===== config.mk =====
export PLATFORM = sky130hd
export DESIGN_NAME = alu_and
export DESIGN_NICKNAME = d
export VERILOG_FILES = /design/src/rtl/alu_pkg.sv /design/src/rtl/and_bitwise.sv /design/src/rtl/alu_and.sv
export SDC_FILE = /design/constraint.sdc
export NUM_CORES = 1
export LEC_CHECK = 0
export CORE_UTILIZATION = 39
export CTS_CLUSTER_DIAMETER = 120
export DETAILED_ROUTE_END_ITERATION = 10
export HOLD_SLACK_MARGIN = 0.12
export PLACE_DENSITY = 0.93
export REMOVE_ABC_BUFFERS = 1
export SLEW_MARGIN = 20
export SYNTH_ARGS = -nofsm -noshare
export SYNTH_HDL_FRONTEND = slang
export SYNTH_SLANG_ARGS = --single-unit

===== constraint.sdc =====
create_clock -name clk -period 2 [get_ports clk]
set_input_delay 0.4 -clock clk [delete_from_list [all_inputs] [get_ports clk]]
set_output_delay 0.4 -clock clk [all_outputs]
set_load 0.02 [all_outputs]

===== src/rtl/alu_pkg.sv =====
// Shared definitions for the ALU logic group.
//   alu_flags_t : condition flags that travel with a logic-unit result
//   ALU_W       : default datapath width of the logic units
package alu_pkg;

  localparam int ALU_W = 64;

  typedef struct packed {
    logic zero;
    logic neg;
  } alu_flags_t;

endpackage : alu_pkg


===== src/rtl/and_bitwise.sv =====
// Purely combinational bitwise AND: y = a & b.
// Each result bit depends only on the same bit of each operand, so there is
// no carry chain. Every bit gets its own gate, which synthesis maps 1:1.
// Ports:
//   a, b : N-bit operands
//   y    : N-bit result
module and_bitwise #(
  parameter int N = 64
) (
  input  logic [N-1:0] a,
  input  logic [N-1:0] b,
  output logic [N-1:0] y
);

  genvar i;
  generate
    for (i = 0; i < N; i++) begin : g_bit
      assign y[i] = a[i] & b[i];
    end
  endgenerate

endmodule : and_bitwise


===== src/rtl/alu_and.sv =====
// Bitwise-AND execution unit of the ALU logic group.
// Operands are sampled on a rising clock edge when in_valid is high. The result
// and its flags appear one cycle later, together with out_valid. There is no
// backpressure; each accepted op overwrites the previous one.
// Ports:
//   clk       : clock, rising edge
//   rst_n     : asynchronous active-low reset (release synchronised upstream)
//   in_valid  : a/b valid; the op is accepted at the clock edge
//   a, b      : N-bit operands (narrower callers zero-extend)
//   out_valid : result/flags valid this cycle
//   result    : registered a & b
//   zero      : result == 0
//   neg       : result[N-1]
module alu_and
  import alu_pkg::*;
#(
  parameter int N = ALU_W
) (
  input  logic         clk,
  input  logic         rst_n,
  input  logic         in_valid,
  input  logic [N-1:0] a,
  input  logic [N-1:0] b,
  output logic         out_valid,
  output logic [N-1:0] result,
  output logic         zero,
  output logic         neg
);

  // Flags are computed from the AND value that is about to be registered.
  // They are stored alongside the result, so the two can never disagree.
  // neg = y[N-1] is the same as a[N-1] & b[N-1].
  function automatic alu_flags_t flags_of(input logic [N-1:0] v);
    alu_flags_t f;
    f.zero = ~|v;
    f.neg  = v[N-1];
    return f;
  endfunction

  logic [N-1:0] and_y_p0;
  alu_flags_t   flags_p0;

  logic [N-1:0] result_p1;
  alu_flags_t   flags_p1;
  logic         vld_p1;

  // ---- stage p0: combinational AND and flag reduction ----
  and_bitwise #(.N(N)) u_and_bitwise (
    .a (a),
    .b (b),
    .y (and_y_p0)
  );

  assign flags_p0 = flags_of(and_y_p0);

  // ---- stage p1: output register bank ----
  // Data is loaded only on accepted ops. This keeps the held value stable,
  // even when a/b float or go X while idle. The reset value zero = 1 matches
  // the reset value result = 0.
  always_ff @(posedge clk or negedge rst_n) begin
    if (!rst_n) begin
      vld_p1    <= 1'b0;
      result_p1 <= '0;
      flags_p1  <= '{zero: 1'b1, neg: 1'b0};
    end else begin
      vld_p1 <= in_valid;
      if (in_valid) begin
        result_p1 <= and_y_p0;
        flags_p1  <= flags_p0;
      end
    end
  end

  assign out_valid = vld_p1;
  assign result    = result_p1;
  assign zero      = flags_p1.zero;
  assign neg       = flags_p1.neg;

endmodule : alu_and


==> impl_metrics.toml, run 1 <==
[cts]
insertion_delay_ns = 0.32
cts-root-buf = "clkbuf_8"
clock_sinks = 66
cts_buffers = 9
clockBufferDepth = 2
cts_tree = "done"
path_clk_slew_ns = 0.06
post-cts-setup-buffer-count = 0
htreeDepth = 3

[cells_and_area]
nets = 644
fin_cells = 617
area_delta_synth_final_pct = 76.2
drive_gt1_share_pct = 4.44
fin_util_pct = 71.1
fillers = 553
design_area_mm2 = 0.00518
diodes = 0

[place]
dp_hpwl_um = 7240
gp_congestion = 0.783
io_buffers = 197
place_area_mm2 = 0.00501
place_inst = 600

[floorplan]
die_w_um = 88.9
core_mm2 = 0.00729
pin_count = 198
initial_core_util_pct = 40.4
die_area_mm2 = 0.00790
rows = 31
die-height_um = 88.9

[pwr]
switchingPower_uw = 916
power_frac_clock_pct = 28.2
p_int_uw = 2400
p_comb_share_pct = 26.7
ir_drop_v = 0.000434
leakage_uw = 0.00215
power_frac_seq_pct = 45.1
swShare_pct = 27.6
power_density_mw_per_mm2 = 640

[drt]
detail_route.first_pass.iterations = 4
drt-initial-drc-count = 83
vias = 3108
drt-total-wl_um = 9220
post_drt_wl_per_cell_um = 14.9
ant_nets = 0
drc = 0
via_per_inst = 5.04

[sta]
clock_skew_ns = 0
fin_crit_sh_pct = 93.6
slew_viol_final = 0
setup_viol = 0
min_period_ns = 1.87
slew_headroom_pct = 68.8
hold_viol_final = 0
max_freq_ghz = 0.534
worstMarginPinSlew_ns = 0.467
setup_tns_ns = 0
whs_ns = 0.488
rsz0062_at_grt = "no"

[hold_path]
worstHoldPathType = "in2reg"

[synthesis]
ys_warn_count = 0
syn-cell-area_mm2 = 0.00294
ys_types = 18
synth-seq-area-share_pct = 56.2
postSynthAreaPerCell_um2 = 9.28
synth-seq-cells = 66
synthCells = 317

[status]
status = "finished clean"

[grt]
grt_pass1_wl_um = 13800
grt_max_degree = 131
overflow = 0
grt_pass1_vias = 3178
antenna_found_initial = 0
grt_use_total_pct = 23.3

[worst_setup_path]
path_max_fanout = 2
cp.arrival_ns = 2.10
cp-end-kind = "flop"
critical_path_class = "in2reg"
start_kind = "primary input"
required_ns = 2.23

[run]
maxCapViolations = 0
==> critical path, stage by stage <==
cell and delay [ns]:
clkdlybuf4s50_1 0.43, a22o_1 0.25, a221oi_2 0.17, nand3_1 0.12, or4_4 0.53, o32ai_2 0.21
==> cell type report <==
| cell class | instances | area (um^2) | share of cell area [%] |
|---|---|---|---|
| inverter | 65 | 244 | 4.71 |
| sequential | 66 | 1650 | 31.9 |
| tap | 99 | 124 | 2.39 |
| timing repair buffer | 200 | 2010 | 38.9 |
| clock buffer | 13 | 149 | 2.87 |
| multi-input combinational | 171 | 986 | 19.0 |
| clock inverter | 3 | 15.0 | 0.290 |
==> kinds of logic after synthesis <==
kind of cell / Yosys count / share of synthesized area (%)
DFF: 66 / 56.2
buffers and inverters: 80 / 10.3
and+or+nand+nor: 75 / 13.2
AOI/OAI and AO/OA: 96 / 20.3
==> cells in the final DEF (no fill, tap or decap), types with 4 or more instances in the layout <==
master	instances
a22oi_1	20
nand3_1	67
a22o_1	4
inv_1	65
o21ai_0	64
dfrtp_1	65
clkdlybuf4s50_1	195
nand4_1	5
clkbuf_8	10
==> routing by layer <==
layer	share of wire, %	GRT usage (%)
met3	10	8.21
met2	52	43.4
met4	2.3	10.6
met5	0	0
met1	36	23.3
==> worst paths after layout <==
| kind | start | endpoint | slack, ns | cells after the start |
|---|---|---|---|---|
| max in group asynchronous | rst_n | zero | 1.05 | 3 |
| min in group asynchronous | rst_n | result[48] | 0.64 | 3 |
| worst min register to register | zero | zero | 0.50 | 2 |
| worst min-delay path | in_valid | zero | 0.49 | 4 |
| worst max register to register | zero | zero | 1.23 | 2 |
| worst max-delay path | a[37] | zero | 0.13 | 6 |
==> synth_stat cells, drive strengths merged <==
cell	n	area, um^2
dfstp	1	26.3
dfrtp	65	1630
inv	65	244
o21ai	64	320
nand2	1	3.75
buf	1	7.51
or3	1	6.26
nand3	67	335
a221oi	4	41.3
clkbuf	14	52.6
o32ai	1	16.3
a222oi	1	10.0
a22o	4	35.0
or4	1	11.3
nand4	5	31.3
a22oi	22	175
==> through the flow <==
stage	total power (uW)	setup slack [ns]
floorplan	1780	0.353
global placement	2370	-0.192
detailed placement	2410	-0.217
CTS	3350	0.121
global route	3480	0.0295
finish	3320	0.129
==> state kept, by name, indices dropped and copies added, names as in the netlist <==
| signal | cells |
|---|---|
| result | 64 |
| out_valid | 1 |
| zero | 1 |
==> power by group through the flow <==
stage | Sequential, uW | Combinational (uW) | Clock [uW]
2_1_floorplan | 1650 | 130 | 0
3_3_place_gp | 1510 | 862 | 0
3_5_place_dp | 1520 | 887 | 0
4_1_cts | 1500 | 891 | 962
5_1_grt | 1510 | 956 | 1020
6_report | 1500 | 886 | 936
==> what timing repair did <==
action | CTS | global route
endpoints found under the hold margin | 65 | 0
gates resized for setup | 0 | 0
hold buffers | 1 | 0
No activity file was read; power rests on OpenSTA's default activity.
==> inputs of run 2 (changes only) <==
- CAP_MARGIN: default -> 20
- CORE_UTILIZATION: 39 -> 36
- MAX_ROUTING_LAYER: default -> met4
- PLACE_DENSITY: 0.93 -> 0.87
- clock period: 2 -> 1.95 ns (I/O delays scaled with it)
==> run 2 against run 1 <==
Clock-buffer cell count is the same; critical path depth is the same; routed wire length down 3.8%; first-iteration DRC count down 12%; clock skew is the same; cell count increased by 0.49%; cell area grew 0.72%; non-clock buffer count unchanged; highest routed layer unchanged; global-route usage decreased by 1.6 points; die area increased by 8.1%; via count is 0.74% lower; combinational power is 2% higher.
==> impl_metrics.toml, run 2 (same netlist as run 1, synthesis figures left out) <==
[cts]
cts_tree = "done"
cts-root-buf = "clkbuf_8"
insertion_delay_ns = 0.32
path_clk_slew_ns = 0.07
htreeDepth = 3
clock_sinks = 66
clockBufferDepth = 2
cts_buffers = 9

[drt]
wl_met2_um = 4490
m1WireLength_um = 3530
drc = 0
via_per_inst = 4.98
drt-initial-drc-count = 73
drt-total-wl_um = 8870
vias = 3085
post_drt_wl_per_cell_um = 14.3
highest_layer = "met4"
ant_nets = 0
detail_route.first_pass.iterations = 6
met3_wirelength_um = 684

[pwr]
power_frac_clock_pct = 31.3
leakage_uw = 0.00217
p_int_uw = 2590
finalPower_uw = 3540
swShare_pct = 26.7
power_frac_seq_pct = 43.2
power_density_mw_per_mm2 = 678
switchingPower_uw = 947
ir_drop_v = 0.000479
p_comb_share_pct = 25.5

[worst_setup_path]
endpoint = "zero"
worstReg2RegEnd = "zero"
cp-startpoint = "b[37]"
start_kind = "primary input"
path_max_fanout = 2
critical_path_class = "in2reg"
r2r-start = "zero"
rrSetupSlack_ns = 1.19
cp.arrival_ns = 2.13
cp-end-kind = "flop"
required_ns = 2.19
worst-r2r-cell-count = 2

[sta]
hold_viol_final = 0
clock_skew_ns = 0
slew_viol_final = 0
setup_viol = 0
rsz0062_at_grt = "no"
worstMarginPinSlew_ns = 0.486
whs_ns = 0.380
max_freq_ghz = 0.529
fin_crit_sh_pct = 96.9
slew_headroom_pct = 67.6
min_period_ns = 1.89

[status]
status = "finished clean"

[cells_and_area]
largest_reg_flops = 64
area_delta_synth_final_pct = 77.5
nets = 644
fin_util_pct = 66.9
final_common_cell = "clkdlybuf4s50_1"
drive_gt1_share_pct = 4.63
diodes = 0
fillers = 621
layout_common_cells = "clkdlybuf4s50_1, nand3_1, inv_1, dfrtp_1, o21ai_0"

[floorplan]
core_mm2 = 0.00781
pin_count = 198
die-height_um = 92.4
die_area_mm2 = 0.00854
rows = 32
initial_core_util_pct = 37.7
die_w_um = 92.4

[hold_path]
holdPathStages = 3
worstHoldPathType = "in2reg"

[place]
gp_congestion = 0.761
io_buffers = 197
dp_hpwl_um = 6870

[grt]
antenna_found_initial = 0
grt_pass1_vias = 3131
grt_use_total_pct = 21.7
overflow = 0
grt_pass1_wl_um = 14100
grt_max_degree = 131

[run]
maxCapViolations = 0
## run 2: worst min-delay path by stage
stage / startpoint / to / slack, ns
after floorplan: rst_n / out_valid / 0.09
after global placement: rst_n / result[52] / 0.43
after detailed placement: rst_n / result[56] / 0.44
after CTS: in_valid / zero / 0.43
after global routing: a[37] / result[37] / 0.41
final: a[37] / result[37] / 0.38
## run 2: worst max-delay path, stage by stage
cell	delay (ns)
clkdlybuf4s50_1	0.43
a22o_1	0.23
a221oi_2	0.20
nand3_1	0.13
or4_4	0.54
o32ai_2	0.20
## run 2: power by group through the flow
stage | clock (uW) | combinational (uW) | sequential [uW]
2_1_floorplan | 0 | 134 | 1690
3_3_place_gp | 0 | 887 | 1550
3_5_place_dp | 0 | 906 | 1560
4_1_cts | 1140 | 911 | 1530
5_1_grt | 1210 | 974 | 1540
6_report | 1110 | 905 | 1530
## run 2: what timing repair did
item	in CTS	in global routing
buffers inserted	0	0
resized for setup	0	2
hold endpoints to repair	65	0
hold buffers	1	0
setup endpoints to repair	0	1
## run 2: cell type report
class | instances | area (um^2) | area share (%)
multi-input cells | 171 | 992 | 19.0
clock buffers | 13 | 149 | 2.85
well taps | 102 | 128 | 2.44
inverters | 65 | 244 | 4.67
flip-flops and latches | 66 | 1650 | 31.6
clock inverters | 3 | 40.0 | 0.767
repair buffers | 200 | 2020 | 38.6
## run 2: stage by stage
step                std cells  setup WS, ns  instance area, um^2  setup TNS, ns
floorplan                 302         0.313                 2880              0
global placement          603        -0.272                 5010         -0.272
detailed placement        603        -0.302                 5010         -0.302
CTS                       620        0.0438                 5210              0
global route              620       0.00858                 5220              0
finish                    620        0.0604                 5220              0
## run 2: metal layers
metal  track usage, %  up-vias
met5                -        -
met4             8.46        0
met3             4.68       14
met2             37.2      151
met1             24.8     1432
li1                 -     1488
